<file path="src/rtl/muldiv_unit_if.sv">
// Handshake and write-back bundle between the control path and the muldiv_unit execute block.
interface muldiv_unit_if #(
  parameter int unsigned DATA_WIDTH = 32
);
  logic                  start;
  logic                  kill;
  logic [2:0]            funct3;
  logic [DATA_WIDTH-1:0] rs1_val;
  logic [DATA_WIDTH-1:0] rs2_val;
  logic [4:0]            rd_in;
  logic                  busy;
  logic                  done;
  logic                  wb_we;
  logic [4:0]            wb_rd;
  logic [DATA_WIDTH-1:0] wb_data;

  modport master (
    output start, kill, funct3, rs1_val, rs2_val, rd_in,
    input  busy, done, wb_we, wb_rd, wb_data
  );

  modport slave (
    input  start, kill, funct3, rs1_val, rs2_val, rd_in,
    output busy, done, wb_we, wb_rd, wb_data
  );
endinterface

</file>
<file path="src/rtl/muldiv_unit.sv">
// Multi-cycle RV32M multiply/divide unit: shift-add multiply, restoring divide, one bit per cycle.
// Optional MULDIV_EARLY_OUT_EN: divide-by-zero and signed-overflow divides skip the iteration.
module muldiv_unit #(
  parameter int unsigned DATA_WIDTH = 32
) (
  input logic          clk,
  input logic          rst,
  muldiv_unit_if.slave bus
);
  localparam int unsigned CNT_W = (DATA_WIDTH > 1) ? $clog2(DATA_WIDTH) : 1;
  localparam logic [CNT_W-1:0] LastCnt = CNT_W'(DATA_WIDTH - 1);
  localparam logic [DATA_WIDTH-1:0] MinNeg = {1'b1, {(DATA_WIDTH-1){1'b0}}};

  localparam logic [1:0] StIdle = 2'd0;
  localparam logic [1:0] StCalc = 2'd1;
  localparam logic [1:0] StDone = 2'd2;

`ifdef MULDIV_EARLY_OUT_EN
  localparam bit EarlyOut = 1'b1;
`else
  localparam bit EarlyOut = 1'b0;
`endif

  logic [1:0]              r_state;
  logic [CNT_W-1:0]        r_count;
  logic                    r_fix;
  logic [2*DATA_WIDTH-1:0] r_acc;
  logic [DATA_WIDTH-1:0]   r_opb;
  logic [2:0]              r_funct3;
  logic [4:0]              r_rd;
  logic                    r_neg_q;
  logic                    r_neg_r;
  logic                    r_div0;
  logic [DATA_WIDTH-1:0]   r_wb_data;
  logic [4:0]              r_wb_rd;

  logic [1:0]              w_state_d;
  logic [CNT_W-1:0]        w_count_d;
  logic                    w_fix_d;
  logic [2*DATA_WIDTH-1:0] w_acc_d;
  logic                    w_load;
  logic                    w_wb_load;

  // Operand decode on the accepting edge.
  logic                    w_is_div;
  logic                    w_a_signed;
  logic                    w_b_signed;
  logic                    w_a_neg;
  logic                    w_b_neg;
  logic [DATA_WIDTH-1:0]   w_a_mag;
  logic [DATA_WIDTH-1:0]   w_b_mag;
  logic                    w_div0;
  logic                    w_ovf;
  logic                    w_early;
  logic [2*DATA_WIDTH-1:0] w_acc_init;

  assign w_is_div   = bus.funct3[2];
  assign w_a_signed = (bus.funct3 == 3'd1) || (bus.funct3 == 3'd2) ||
                      (bus.funct3 == 3'd4) || (bus.funct3 == 3'd6);
  assign w_b_signed = (bus.funct3 == 3'd1) || (bus.funct3 == 3'd4) || (bus.funct3 == 3'd6);
  assign w_a_neg    = w_a_signed & bus.rs1_val[DATA_WIDTH-1];
  assign w_b_neg    = w_b_signed & bus.rs2_val[DATA_WIDTH-1];
  assign w_a_mag    = w_a_neg ? -bus.rs1_val : bus.rs1_val;
  assign w_b_mag    = w_b_neg ? -bus.rs2_val : bus.rs2_val;
  assign w_div0     = w_is_div & (bus.rs2_val == '0);
  assign w_ovf      = w_is_div & ~bus.funct3[0] & (bus.rs1_val == MinNeg) & (&bus.rs2_val);
  assign w_early    = EarlyOut & (w_div0 | w_ovf);

  // Multiply keeps the multiplier in the low half; divide keeps {remainder, dividend/quotient}.
  // An early divide-by-zero preloads the final {dividend, all-ones} image directly.
  always_comb begin
    w_acc_init = '0;
    if (!w_is_div) begin
      w_acc_init = {{DATA_WIDTH{1'b0}}, w_b_mag};
    end else if (w_early && w_div0) begin
      w_acc_init = {w_a_mag, {DATA_WIDTH{1'b1}}};
    end else begin
      w_acc_init = {{DATA_WIDTH{1'b0}}, w_a_mag};
    end
  end

  // One iteration step of each algorithm.
  logic [DATA_WIDTH:0]     w_mul_sum;
  logic [2*DATA_WIDTH-1:0] w_mul_next;
  logic [DATA_WIDTH:0]     w_div_shift;
  logic [DATA_WIDTH:0]     w_div_diff;
  logic                    w_div_ge;
  logic [DATA_WIDTH-1:0]   w_div_rem;
  logic [2*DATA_WIDTH-1:0] w_div_next;

  assign w_mul_sum   = {1'b0, r_acc[2*DATA_WIDTH-1:DATA_WIDTH]} +
                       (r_acc[0] ? {1'b0, r_opb} : {(DATA_WIDTH+1){1'b0}});
  assign w_mul_next  = {w_mul_sum, r_acc[DATA_WIDTH-1:1]};
  assign w_div_shift = {r_acc[2*DATA_WIDTH-1:DATA_WIDTH], r_acc[DATA_WIDTH-1]};
  assign w_div_diff  = w_div_shift - {1'b0, r_opb};
  assign w_div_ge    = ~w_div_diff[DATA_WIDTH];
  assign w_div_rem   = w_div_ge ? w_div_diff[DATA_WIDTH-1:0] : w_div_shift[DATA_WIDTH-1:0];
  assign w_div_next  = {w_div_rem, r_acc[DATA_WIDTH-2:0], w_div_ge};

  // Sign fixup and result selection from the finished accumulator.
  logic [2*DATA_WIDTH-1:0] w_prod;
  logic [DATA_WIDTH-1:0]   w_quo;
  logic [DATA_WIDTH-1:0]   w_rem;
  logic [DATA_WIDTH-1:0]   w_result;

  assign w_prod = r_neg_q ? -r_acc : r_acc;
  assign w_quo  = r_div0  ? {DATA_WIDTH{1'b1}} :
                  (r_neg_q ? -r_acc[DATA_WIDTH-1:0] : r_acc[DATA_WIDTH-1:0]);
  assign w_rem  = r_neg_r ? -r_acc[2*DATA_WIDTH-1:DATA_WIDTH] : r_acc[2*DATA_WIDTH-1:DATA_WIDTH];

  always_comb begin
    w_result = '0;
    case (r_funct3)
      3'd0:                w_result = w_prod[DATA_WIDTH-1:0];
      3'd1, 3'd2, 3'd3:    w_result = w_prod[2*DATA_WIDTH-1:DATA_WIDTH];
      3'd4, 3'd5:          w_result = w_quo;
      default:             w_result = w_rem;
    endcase
  end

  // CALC runs DATA_WIDTH iteration cycles, then one fixup cycle (r_fix) that loads the
  // write-back registers on the edge into DONE.
  always_comb begin
    w_state_d = r_state;
    w_count_d = r_count;
    w_fix_d   = r_fix;
    w_acc_d   = r_acc;
    w_load    = 1'b0;
    w_wb_load = 1'b0;
    if (bus.kill) begin
      w_state_d = StIdle;
      w_count_d = '0;
      w_fix_d   = 1'b0;
    end else begin
      case (r_state)
        StIdle: begin
          if (bus.start) begin
            w_state_d = StCalc;
            w_count_d = '0;
            w_fix_d   = w_early;
            w_acc_d   = w_acc_init;
            w_load    = 1'b1;
          end
        end
        StCalc: begin
          if (r_fix) begin
            w_state_d = StDone;
            w_fix_d   = 1'b0;
            w_wb_load = 1'b1;
          end else begin
            w_acc_d = r_funct3[2] ? w_div_next : w_mul_next;
            if (r_count == LastCnt) begin
              w_fix_d   = 1'b1;
              w_count_d = '0;
            end else begin
              w_count_d = r_count + 1'b1;
            end
          end
        end
        StDone: begin
          w_state_d = StIdle;
        end
        default: begin
          w_state_d = StIdle;
        end
      endcase
    end
  end

  always_ff @(posedge clk or posedge rst) begin
    if (rst) begin
      r_state   <= StIdle;
      r_count   <= '0;
      r_fix     <= 1'b0;
      r_acc     <= '0;
      r_opb     <= '0;
      r_funct3  <= '0;
      r_rd      <= '0;
      r_neg_q   <= 1'b0;
      r_neg_r   <= 1'b0;
      r_div0    <= 1'b0;
      r_wb_data <= '0;
      r_wb_rd   <= '0;
    end else begin
      r_state <= w_state_d;
      r_count <= w_count_d;
      r_fix   <= w_fix_d;
      r_acc   <= w_acc_d;
      if (w_load) begin
        r_opb    <= w_is_div ? w_b_mag : w_a_mag;
        r_funct3 <= bus.funct3;
        r_rd     <= bus.rd_in;
        r_neg_q  <= w_a_neg ^ w_b_neg;
        r_neg_r  <= w_a_neg;
        r_div0   <= w_div0;
      end
      if (w_wb_load) begin
        r_wb_data <= w_result;
        r_wb_rd   <= r_rd;
      end
    end
  end

  // x0 is not hardwired in the register file, so never write it.
  assign bus.busy    = (r_state != StIdle);
  assign bus.done    = (r_state == StDone) & ~bus.kill;
  assign bus.wb_we   = bus.done & (r_wb_rd != 5'd0);
  assign bus.wb_rd   = r_wb_rd;
  assign bus.wb_data = r_wb_data;
endmodule
</file>
<file path="src/flat_wrapper.sv">
// flat-port wrapper written by rule: the top's interface ports become plain ports
module muldiv_unit_flat 
#(
  parameter int unsigned DATA_WIDTH = 32
)
  (clk, rst, bus_start, bus_kill, bus_funct3, bus_rs1_val, bus_rs2_val, bus_rd_in, bus_busy, bus_done, bus_wb_we, bus_wb_rd, bus_wb_data);
  muldiv_unit_if #(.DATA_WIDTH(DATA_WIDTH)) bus_i ();
  input logic clk;
  input logic rst;
  input wire logic [$bits(bus_i.start)-1:0] bus_start;
  input wire logic [$bits(bus_i.kill)-1:0] bus_kill;
  input wire logic [$bits(bus_i.funct3)-1:0] bus_funct3;
  input wire logic [$bits(bus_i.rs1_val)-1:0] bus_rs1_val;
  input wire logic [$bits(bus_i.rs2_val)-1:0] bus_rs2_val;
  input wire logic [$bits(bus_i.rd_in)-1:0] bus_rd_in;
  output wire logic [$bits(bus_i.busy)-1:0] bus_busy;
  output wire logic [$bits(bus_i.done)-1:0] bus_done;
  output wire logic [$bits(bus_i.wb_we)-1:0] bus_wb_we;
  output wire logic [$bits(bus_i.wb_rd)-1:0] bus_wb_rd;
  output wire logic [$bits(bus_i.wb_data)-1:0] bus_wb_data;
  assign bus_i.start = bus_start;
  assign bus_i.kill = bus_kill;
  assign bus_i.funct3 = bus_funct3;
  assign bus_i.rs1_val = bus_rs1_val;
  assign bus_i.rs2_val = bus_rs2_val;
  assign bus_i.rd_in = bus_rd_in;
  assign bus_busy = bus_i.busy;
  assign bus_done = bus_i.done;
  assign bus_wb_we = bus_i.wb_we;
  assign bus_wb_rd = bus_i.wb_rd;
  assign bus_wb_data = bus_i.wb_data;
  muldiv_unit #(.DATA_WIDTH(DATA_WIDTH)) u_core (.clk(clk), .rst(rst), .bus(bus_i));
endmodule
</file>
<file path="config.mk">
export PLATFORM = sky130hd
export DESIGN_NAME = muldiv_unit_flat
export DESIGN_NICKNAME = d
export VERILOG_FILES = /design/src/rtl/muldiv_unit_if.sv /design/src/rtl/muldiv_unit.sv /design/src/flat_wrapper.sv
export SDC_FILE = /design/constraint.sdc
export NUM_CORES = 1
export LEC_CHECK = 0
export CELL_PAD_IN_SITES_DETAIL_PLACEMENT = 1
export CELL_PAD_IN_SITES_GLOBAL_PLACEMENT = 1
export CORE_MARGIN = 2
export CORE_UTILIZATION = 44
export DETAILED_ROUTE_END_ITERATION = 10
export DONT_BUFFER_PORTS = 1
export GPL_TIMING_DRIVEN = 0
export PLACE_DENSITY = 0.8
export SETUP_SLACK_MARGIN = 0.5
export SYNTH_ARGS = -nofsm -noshare
export SYNTH_HDL_FRONTEND = slang
export SYNTH_SLANG_ARGS = --single-unit
export TNS_END_PERCENT = 30
</file>
<file path="constraint.sdc">
create_clock -name clk -period 4.9 [get_ports clk]
set_input_delay 0.735 -clock clk [delete_from_list [all_inputs] [get_ports clk]]
set_output_delay 0.735 -clock clk [all_outputs]
set_load 0.01 [all_outputs]
</file>
==> flow_summary.yaml, run 1 <==
setup_path:
  max_stage_delay_ps: 590
  r2r_setup_slack_ps: 600
  critPathBufInv: 2
  cpMostUsedCell: "a21o_1"
  cp_max_fo: 10
  crit_family: "compound AO/OA/AOI/OAI gates"
  cp.arrival_ps: 4630
  worstSetupEndpointType: "flip-flop"
  required_ps: 5220
  crit_type: "flip-flop to flip-flop"
  path_cells: "clkinvlp_4 > clkbuf_2 > nor2_1 > ha_1 > a21o_1 > a21o_1 > a21o_1 > a221o_1 > a221o_1 > a221oi_1 > xnor2_1 > a222oi_1 > o31ai_1"
  critical-path-slowest-cell: "dfrtp_1"
  startpoint_type: "flip-flop"
pwr:
  switchingPower_mw: 5.06
  p_int_mw: 4.37
  power_frac_seq: 0.209
  cellLeakagePower_nw: 6.81
  p_per_area_mw_per_mm2: 588
  p_total_mw: 9.43
  switching_share: 0.536
  pwr-share-clk: 0.140
  ir_worst_vdd_v: 0.000306
  combPwrFrac: 0.651
clocking:
  cts_buffer_depth: 2
  ctsResizeCount: 2
  ctsHoldBuffers: 0
  cts_max_level: 4
  cts_buffers: 17
  clkSlewWorstSetupHoldPaths_ps: 80
  post_cts_buffers: 0
  cts_tree: "built"
  cts_root_buffer: "clkbuf_16"
  worstSkewPairLatency_ps: 470
  cts_sinks: 152
yosys:
  synth_top_area_frac: 0.257
  post_synth_num_cell_types: 81
  syn_nets: 2114
  synthAdderAreaFrac: 0.0618
  synth_area_leaders: "dfrtp_1 26%, xnor2_1 7.1%, o21ai_0 6.8%, a21oi_1 6.2%, ha_1 5.9%"
  ys.warnings.count: 0
  synth_area_leader_cell: "dfrtp_1"
  synth_xor_area_frac: 0.118
  syn_avg_cell_area_um2: 7.54
  synth_ff_type: "dfrtp_1"
  synthesis.area_mm2: 0.0148
  synth-seq-cells: 152
  synthSimpleGateAreaFrac: 0.203
  seq_area_frac_synth: 0.257
  synth-edff-count: 0
  synth_compound_area_frac: 0.266
  synth_top_family_by_area: "compound AO/OA/AOI/OAI gates"
  synthMuxAreaShare: 0.0399
  synth-async-reset-ratio: 1.00
  syn_inst: 1966
timing:
  rsz0062_at_grt: "true"
  period_share: 0.878
  setup_viol: 0
  slew_violations: 0
  tightest_slew_ps: 1070
  fin_crit_ps: 4300
  slew_headroom: 0.286
  fin_ws_ps: 596
  final.setup.tns_ps: 0
  hold_viol_final: 0
  fmax_ghz: 0.232
  fin_worst_skew_ps: 18.2
flow_run:
  max_cap_violations: 0
floorplanning:
  initial_core_util: 0.444
  fp.dieH_um: 188
  die_w_um: 188
  fp.dieArea_mm2: 0.0352
  row_count: 67
  boundaryPins: 116
  core_mm2: 0.0334
place:
  dpl.hpwl_um: 48900
  dpl-instance-area_mm2: 0.0155
  pre_cts_slack_ps: 158
  port_buffers: 0
  gp_congestion: 0.957
detailed_routing:
  ant_nets: 0
  drc_errors: 0
  num_vias: 15600
  first_pass_iters: 6
  wl_per_cell_um: 25.3
  drt_wl_total_um: 61900
  drt_iter0_drc: 1615
  routed_via_density: 6.35
global_routing:
  grt_antenna_before_repair: 1
  grt_max_degree: 42
  gr-max-usage-layer: "met2"
  met1_usage: 0.455
  grt_remaining_overflow: 0
  grt_util_all_layers: 0.350
  grtUsageMet3: 0.0698
  grt_pass1_wl_um: 94600
  grt_use_met2: 0.555
  grt_pass1_vias: 15900
layout:
  area_growth_pct: 8.14
  final_area_mm2: 0.0160
  layout_common_cells: "226 x nor2_1, 224 x nand2_1, 200 x o21ai_0"
  finalNetCount: 2137
  layout_commonest_cell: "nor2_1"
  layout-drive-gt1-share: 0.0519
  diodes: 0
min_path:
  min_path_type: "input port to async pin"
status:
  status: "completed"
-- layout make-up --
cell class | instances | area, µm²
repair buffers | 4 | 67.6
fillers | 4292 | 17300
clock inverters | 14 | 133
inverters | 65 | 251
plain buffers | 137 | 567
flip-flops and latches | 152 | 3800
well taps | 448 | 561
multi-input cells | 1612 | 10200
clock buffers | 18 | 429
-- flip-flops by register name, indices dropped and copies added (netlist names) --
signal              count
u_core.r_acc           64
u_core.bus.wb_data     32
u_core.r_opb           32
u_core.bus.wb_rd        5
u_core.r_count          5
u_core.r_rd             5
u_core.r_funct3         3
u_core.r_state          2
u_core.r_div0           1
u_core.r_fix            1
u_core.r_neg_q          1
u_core.r_neg_r          1
-- cells by family (layout without fill, tap and decap cells) --
logic type / after synthesis / after routing
simple gates: 643 / 643
flops: 152 / 152
mux: 59 / 59
compound gates: 638 / 638
fa+ha+maj: 72 / 72
xor+xnor: 200 / 200
buf+inv: 202 / 238
-- routing by layer --
metal  up-vias  share of wire
met2       686           0.45
li1       7044              -
met4         0          0.052
met3       152          0.077
met5         -              0
met1      7668           0.42
-- synthesized netlist by cell type (10+ instances only) --
cell / n
or3_1: 14
a21oi_1: 184
o22ai_1: 12
or4_1: 16
a21o_1: 35
nand4_1: 12
o41ai_1: 11
a221oi_1: 15
inv_1: 63
dfrtp_1: 152
nand3_1: 23
o211ai_1: 13
clkbuf_1: 108
mux2i_1: 58
a31oi_1: 16
buf_1: 13
o31ai_1: 31
o21ai_0: 201
xnor2_1: 120
a211oi_1: 15
and3_1: 11
nor2_1: 226
nor3_1: 30
o221ai_1: 12
ha_1: 70
a22oi_1: 21
xor2_1: 80
nand2b_1: 19
nand2_1: 224
buf_2: 10
-- per-stage QoR --
step                hold WS (ps)   util  instances
CTS                          337  0.480       2449
global placement             463  0.461       2414
detailed placement           471  0.463       2417
finish                       314  0.481       2450
global route                 364  0.481       2450
floorplan                    439      -       1966
-- final timing paths --
| check | from | end | depth (start not counted) |
|---|---|---|---|
| worst max-delay path | u_core.r_acc[0] | u_core.r_acc[58] | 13 |
| max in group asynchronous | rst | u_core.r_count[4] | 3 |
| worst max register to register | u_core.r_acc[0] | u_core.r_acc[58] | 13 |
| worst min register to register | u_core.r_opb[10] | u_core.r_opb[10] | 2 |
| worst min-delay path | rst | u_core.bus.wb_data[23] | 1 |
| min in group clk | bus_rd_in[2] | u_core.r_rd[2] | 2 |
-- worst register-to-register path: stages (launching register included) --
cell	delay [ps]
dfrtp_1	590
clkinvlp_4	370
clkbuf_2	360
nor2_1	170
ha_1	330
a21o_1	240
a21o_1	180
a21o_1	190
a221o_1	320
a221o_1	420
a221oi_1	360
xnor2_1	180
a222oi_1	330
o31ai_1	120
-- power groups by stage --
stage / Sequential [mW] / Clock, mW / Combinational (mW)
4_1_cts: 1.95 / 1.32 / 5.95
3_5_place_dp: 1.97 / 0 / 5.90
2_1_floorplan: 1.80 / 0 / 4.28
5_1_grt: 2.00 / 1.37 / 6.62
6_report: 1.97 / 1.32 / 6.14
3_3_place_gp: 1.95 / 0 / 5.74
Note: power is estimated with default switching activity, not from simulation.
==> run 2: changes to the inputs <==
CORE_UTILIZATION = 45   (was 44)
CTS_BUF_LIST = sky130_fd_sc_hd__clkbuf_4 sky130_fd_sc_hd__clkbuf_8   (was unset)
CTS_CLUSTER_DIAMETER = 50   (was unset)
PLACE_DENSITY = 0.82   (was 0.8)
==> flow_summary.yaml, run 2 (synthesized netlist as in run 1, its figures left out) <==
status:
  status: "completed"
detailed_routing:
  drc_errors: 0
  drt_iter0_drc: 1361
  num_vias: 15500
  drt_wl_total_um: 61800
  routed_via_density: 6.35
  first_pass_iters: 5
  wl_per_cell_um: 25.3
  ant_nets: 0
timing:
  fin_crit_ps: 4180
  fin_ws_ps: 723
  fin_worst_skew_ps: 21.4
  hold_viol_final: 0
  setup_viol: 0
  slew_headroom: 0.321
  final.setup.tns_ps: 0
  tightest_slew_ps: 1010
  period_share: 0.852
  slew_violations: 0
  rsz0062_at_grt: "false"
  fmax_ghz: 0.239
pwr:
  cellLeakagePower_nw: 6.76
  p_per_area_mw_per_mm2: 577
  combPwrFrac: 0.670
  p_int_mw: 4.14
  ir_worst_vdd_v: 0.000295
  pwr-share-clk: 0.116
  power_frac_seq: 0.214
  switching_share: 0.548
  switchingPower_mw: 5.02
clocking:
  cts_max_level: 4
  cts_tree: "built"
  clkSlewWorstSetupHoldPaths_ps: 110
  cts_buffer_depth: 2
  cts_buffers: 17
  worstSkewPairLatency_ps: 520
  ctsHoldBuffers: 0
  cts_sinks: 152
  cts_root_buffer: "clkbuf_8"
layout:
  largest_reg_flops: 64
  final_area_mm2: 0.0159
  fin_cells: 2447
  regArea_mm2: 0.00380
  layout_common_cells: "226 x nor2_1, 224 x nand2_1, 201 x o21ai_0"
  final.fill_count: 4150
  fin_util: 0.489
  layout-drive-gt1-share: 0.0539
  finalNetCount: 2139
  layout_commonest_cell: "nor2_1"
  area_growth_pct: 7.11
  multi_input_area_mm2: 0.0102
  regMostFlops: "u_core.r_acc"
global_routing:
  grt_antenna_before_repair: 1
  grt_pass1_wl_um: 93700
  grt_pass1_vias: 15700
  grt_remaining_overflow: 0
  grt_max_degree: 43
  grt_util_all_layers: 0.363
flow_run:
  max_cap_violations: 0
floorplanning:
  die_w_um: 186
  boundaryPins: 116
  row_count: 66
  fp.dieH_um: 186
  core_mm2: 0.0325
  initial_core_util: 0.457
  fp.dieArea_mm2: 0.0344
place:
  dp_cells: 2412
  gp_congestion: 0.982
  pre_cts_slack_ps: 374
  dpl.hpwl_um: 49300
  dpl-instance-area_mm2: 0.0154
  port_buffers: 0
min_path:
  min_path_type: "input port to async pin"
setup_path:
  crit_type: "flip-flop to flip-flop"
  cp_max_fo: 10
  r2r_setup_slack_ps: 720
  startpoint_type: "flip-flop"
  cp.arrival_ps: 4620
  worstSetupEndpointType: "flip-flop"
  required_ps: 5340
-- run 2: layer usage --
| layer | up-vias | global-route usage | part of all wire |
|---|---|---|---|
| li1 | 7045 | - | - |
| met1 | 7724 | 0.462 | 0.41 |
| met2 | 646 | 0.590 | 0.46 |
| met3 | 133 | 0.0691 | 0.077 |
| met4 | 0 | 0.181 | 0.049 |
| met5 | - | 0 | 0 |
-- run 2: power groups by stage --
stage / combinational, mW / sequential, mW / clock (mW)
floorplan: 4.28 / 1.80 / 0
global placement: 5.75 / 1.95 / 0
detailed placement: 5.91 / 1.96 / 0
CTS: 5.96 / 1.93 / 1.07
global route: 6.62 / 1.98 / 1.11
finish: 6.14 / 1.96 / 1.06
-- run 2: worst max-delay path, cell delays in order, from the launching register on --
cell	delay, ps
dfrtp_1	610
inv_1	200
fa_1	470
nand2b_1	180
a21oi_1	340
o211ai_1	250
a21oi_1	180
nor2_1	150
a311o_1	360
nor2_2	310
clkbuf_1	630
a21oi_1	220
o221ai_1	180
-- run 2: area by class of cell --
cell class | instances | share of cell area
Buffer | 137 | 0.0357
Sequential cell | 152 | 0.240
Multi-Input combinational cell | 1612 | 0.644
Timing Repair Buffer | 6 | 0.00504
Clock buffer | 18 | 0.0152
Clock inverter | 14 | 0.0100
Tap cell | 442 | 0.0348
Inverter | 65 | 0.0158
Antenna cell | 1 | 0.000158
-- run 2: worst paths after layout --
check	startpoint	to	cells past startpoint
max	u_core.r_acc[32]	u_core.r_acc[32]	12
min	rst	u_core.bus.wb_data[25]	1
max reg2reg	u_core.r_acc[32]	u_core.r_acc[32]	12
min reg2reg	u_core.r_rd[3]	u_core.bus.wb_rd[3]	2
max in group asynchronous	rst	u_core.r_opb[13]	3
min in group clk	bus_rd_in[0]	u_core.r_rd[0]	2
-- run 2: per-stage QoR --
stage | power (mW) | hold slack [ps]
4_1_cts | 8.96 | 238
3_5_place_dp | 7.87 | 461
6_report | 9.16 | 218
3_3_place_gp | 7.70 | 452
2_1_floorplan | 6.08 | 439
5_1_grt | 9.71 | 273
-- run 2: what timing repair did --
item,CTS,global route
buffers inserted,0,2
setup endpoints to repair,2,7
gates resized for setup,1,4
==> run 3: changes to the inputs <==
CORE_MARGIN = 4   (was 2)
==> flow_summary.yaml, run 3 (synthesized netlist as in run 1, its figures left out) <==
detailed_routing:
  routed_via_density: 6.37
  num_vias: 15600
  ant_nets: 0
  first_pass_iters: 6
  drt_wl_total_um: 61700
  wl_per_cell_um: 25.2
  drt_iter0_drc: 1464
  drc_errors: 0
layout:
  layout_common_cells: "226 x nor2_1, 224 x nand2_1, 200 x o21ai_0"
  fin_util: 0.490
  largest_reg_flops: 64
  layout-drive-gt1-share: 0.0544
  layout_commonest_cell: "nor2_1"
  regMostFlops: "u_core.r_acc"
  finalNetCount: 2139
  diodes: 0
  area_growth_pct: 7.43
pwr:
  switching_share: 0.546
  combPwrFrac: 0.666
  p_int_mw: 4.15
  p_per_area_mw_per_mm2: 574
  pwr-share-clk: 0.119
  ir_worst_vdd_v: 0.000375
  switchingPower_mw: 4.99
  power_frac_seq: 0.214
  cellLeakagePower_nw: 6.77
min_path:
  min_path_type: "input port to async pin"
setup_path:
  crit_family: "compound AO/OA/AOI/OAI gates"
  critical-path-slowest-cell: "clkbuf_1"
  critPathBufInv: 2
  timing.rr.end: "u_core.r_acc[44]"
  reg2reg_depth: 13
  max_stage_delay_ps: 640
  reg2reg_from: "u_core.r_acc[31]"
  cp.arrival_ps: 4590
  crit_start: "u_core.r_acc[31]"
  worstSetupEndpointType: "flip-flop"
  cp_max_fo: 10
  crit_cells: 13
  crit_type: "flip-flop to flip-flop"
  path_cells: "inv_1 > ha_1 > fa_1 > nand2b_1 > a21oi_1 > o211ai_1 > a21oi_1 > nor2_1 > a311o_1 > nor2_2 > clkbuf_1 > a21oi_1 > o221ai_1"
  required_ps: 5320
  crit_path_end: "u_core.r_acc[44]"
  cpMostUsedCell: "a21oi_1"
  r2r_setup_slack_ps: 730
  startpoint_type: "flip-flop"
clocking:
  ctsHoldBuffers: 0
  cts_buffer_depth: 2
  clkSlewWorstSetupHoldPaths_ps: 120
  cts_root_buffer: "clkbuf_8"
  cts_max_level: 4
  cts_sinks: 152
  cts_tree: "built"
  cts_buffers: 17
  worstSkewPairLatency_ps: 530
global_routing:
  grt_max_degree: 43
  grt_util_all_layers: 0.340
  grt_remaining_overflow: 0
  grt_pass1_vias: 16000
  grt_antenna_before_repair: 0
  grt_pass1_wl_um: 94600
timing:
  tightest_slew_ps: 1010
  hold_viol_final: 0
  slew_headroom: 0.317
  fmax_ghz: 0.240
  fin_crit_ps: 4170
  period_share: 0.851
  final.setup.tns_ps: 0
  setup_viol: 0
  rsz0062_at_grt: "false"
  fin_worst_skew_ps: 24.2
  slew_violations: 0
floorplanning:
  row_count: 66
  fp.dieArea_mm2: 0.0359
  core_mm2: 0.0325
  die_w_um: 190
  fp.dieH_um: 190
  boundaryPins: 116
  initial_core_util: 0.456
place:
  port_buffers: 0
  gp_congestion: 0.971
  dpl.hpwl_um: 49300
status:
  status: "completed"
flow_run:
  max_cap_violations: 0
run 3: worst min-delay path by stage:
stage                              to           start  cells past startpoint  slack, ps
3_5_place_dp      u_core.bus.wb_rd[2]  u_core.r_rd[2]                      2        460
6_report       u_core.bus.wb_data[13]             rst                      1         60
4_1_cts        u_core.bus.wb_data[13]             rst                      1         50
2_1_floorplan     u_core.bus.wb_rd[0]  u_core.r_rd[0]                      2        440
5_1_grt        u_core.bus.wb_data[13]             rst                      1         70
3_3_place_gp      u_core.bus.wb_rd[1]  u_core.r_rd[1]                      2        460
run 3: power by group through the flow:
| stage | Clock, mW | Sequential (mW) | Combinational [mW] |
|---|---|---|---|
| 5_1_grt | 1.14 | 1.99 | 6.60 |
| 4_1_cts | 1.10 | 1.93 | 5.92 |
| 2_1_floorplan | 0 | 1.80 | 4.28 |
| 3_5_place_dp | 0 | 1.96 | 5.86 |
| 6_report | 1.09 | 1.96 | 6.09 |
| 3_3_place_gp | 0 | 1.94 | 5.70 |
run 3: final cells by class:
| cell class | instances | area (µm²) |
|---|---|---|
| clock inverters | 15 | 198 |
| well taps | 442 | 553 |
| inverters | 65 | 251 |
| repair buffers | 6 | 95.1 |
| flip-flops and latches | 152 | 3800 |
| plain buffers | 137 | 567 |
| fillers | 4219 | 16600 |
| clock buffers | 17 | 234 |
| multi-input cells | 1612 | 10200 |
run 3: worst register-to-register path, cell delays in order (launching register included):
cell	delay (ps)
dfrtp_1	490
inv_1	150
ha_1	240
fa_1	400
nand2b_1	200
a21oi_1	320
o211ai_1	220
a21oi_1	180
nor2_1	120
a311o_1	360
nor2_2	310
clkbuf_1	640
a21oi_1	180
o221ai_1	240
run 3: metrics by stage:
step	area, µm²	hold WS (ps)	setup slack [ps]	total power [mW]	std cells
2_1_floorplan	14800	439	1560	6.08	1966
3_3_place_gp	15400	456	287	7.64	2408
3_5_place_dp	15500	460	231	7.82	2412
4_1_cts	15900	52.7	385	8.95	2444
5_1_grt	15900	68.4	545	9.73	2446
6_report	15900	55.4	730	9.14	2446
run 3: per-layer routing:
metal	global-route usage	up-vias	wire, µm
met5	0	-	0
met2	0.538	703	27600
met3	0.0704	150	5090
met1	0.442	7694	25600
li1	-	7035	-
met4	0.173	0	3360
run 3: timing repair:
| item | CTS | global route |
|---|---|---|
| resized for setup | 1 | 5 |
| setup buffers | 0 | 2 |
| endpoints found under the hold margin | 0 | 0 |
| endpoints found under the setup margin | 6 | 8 |
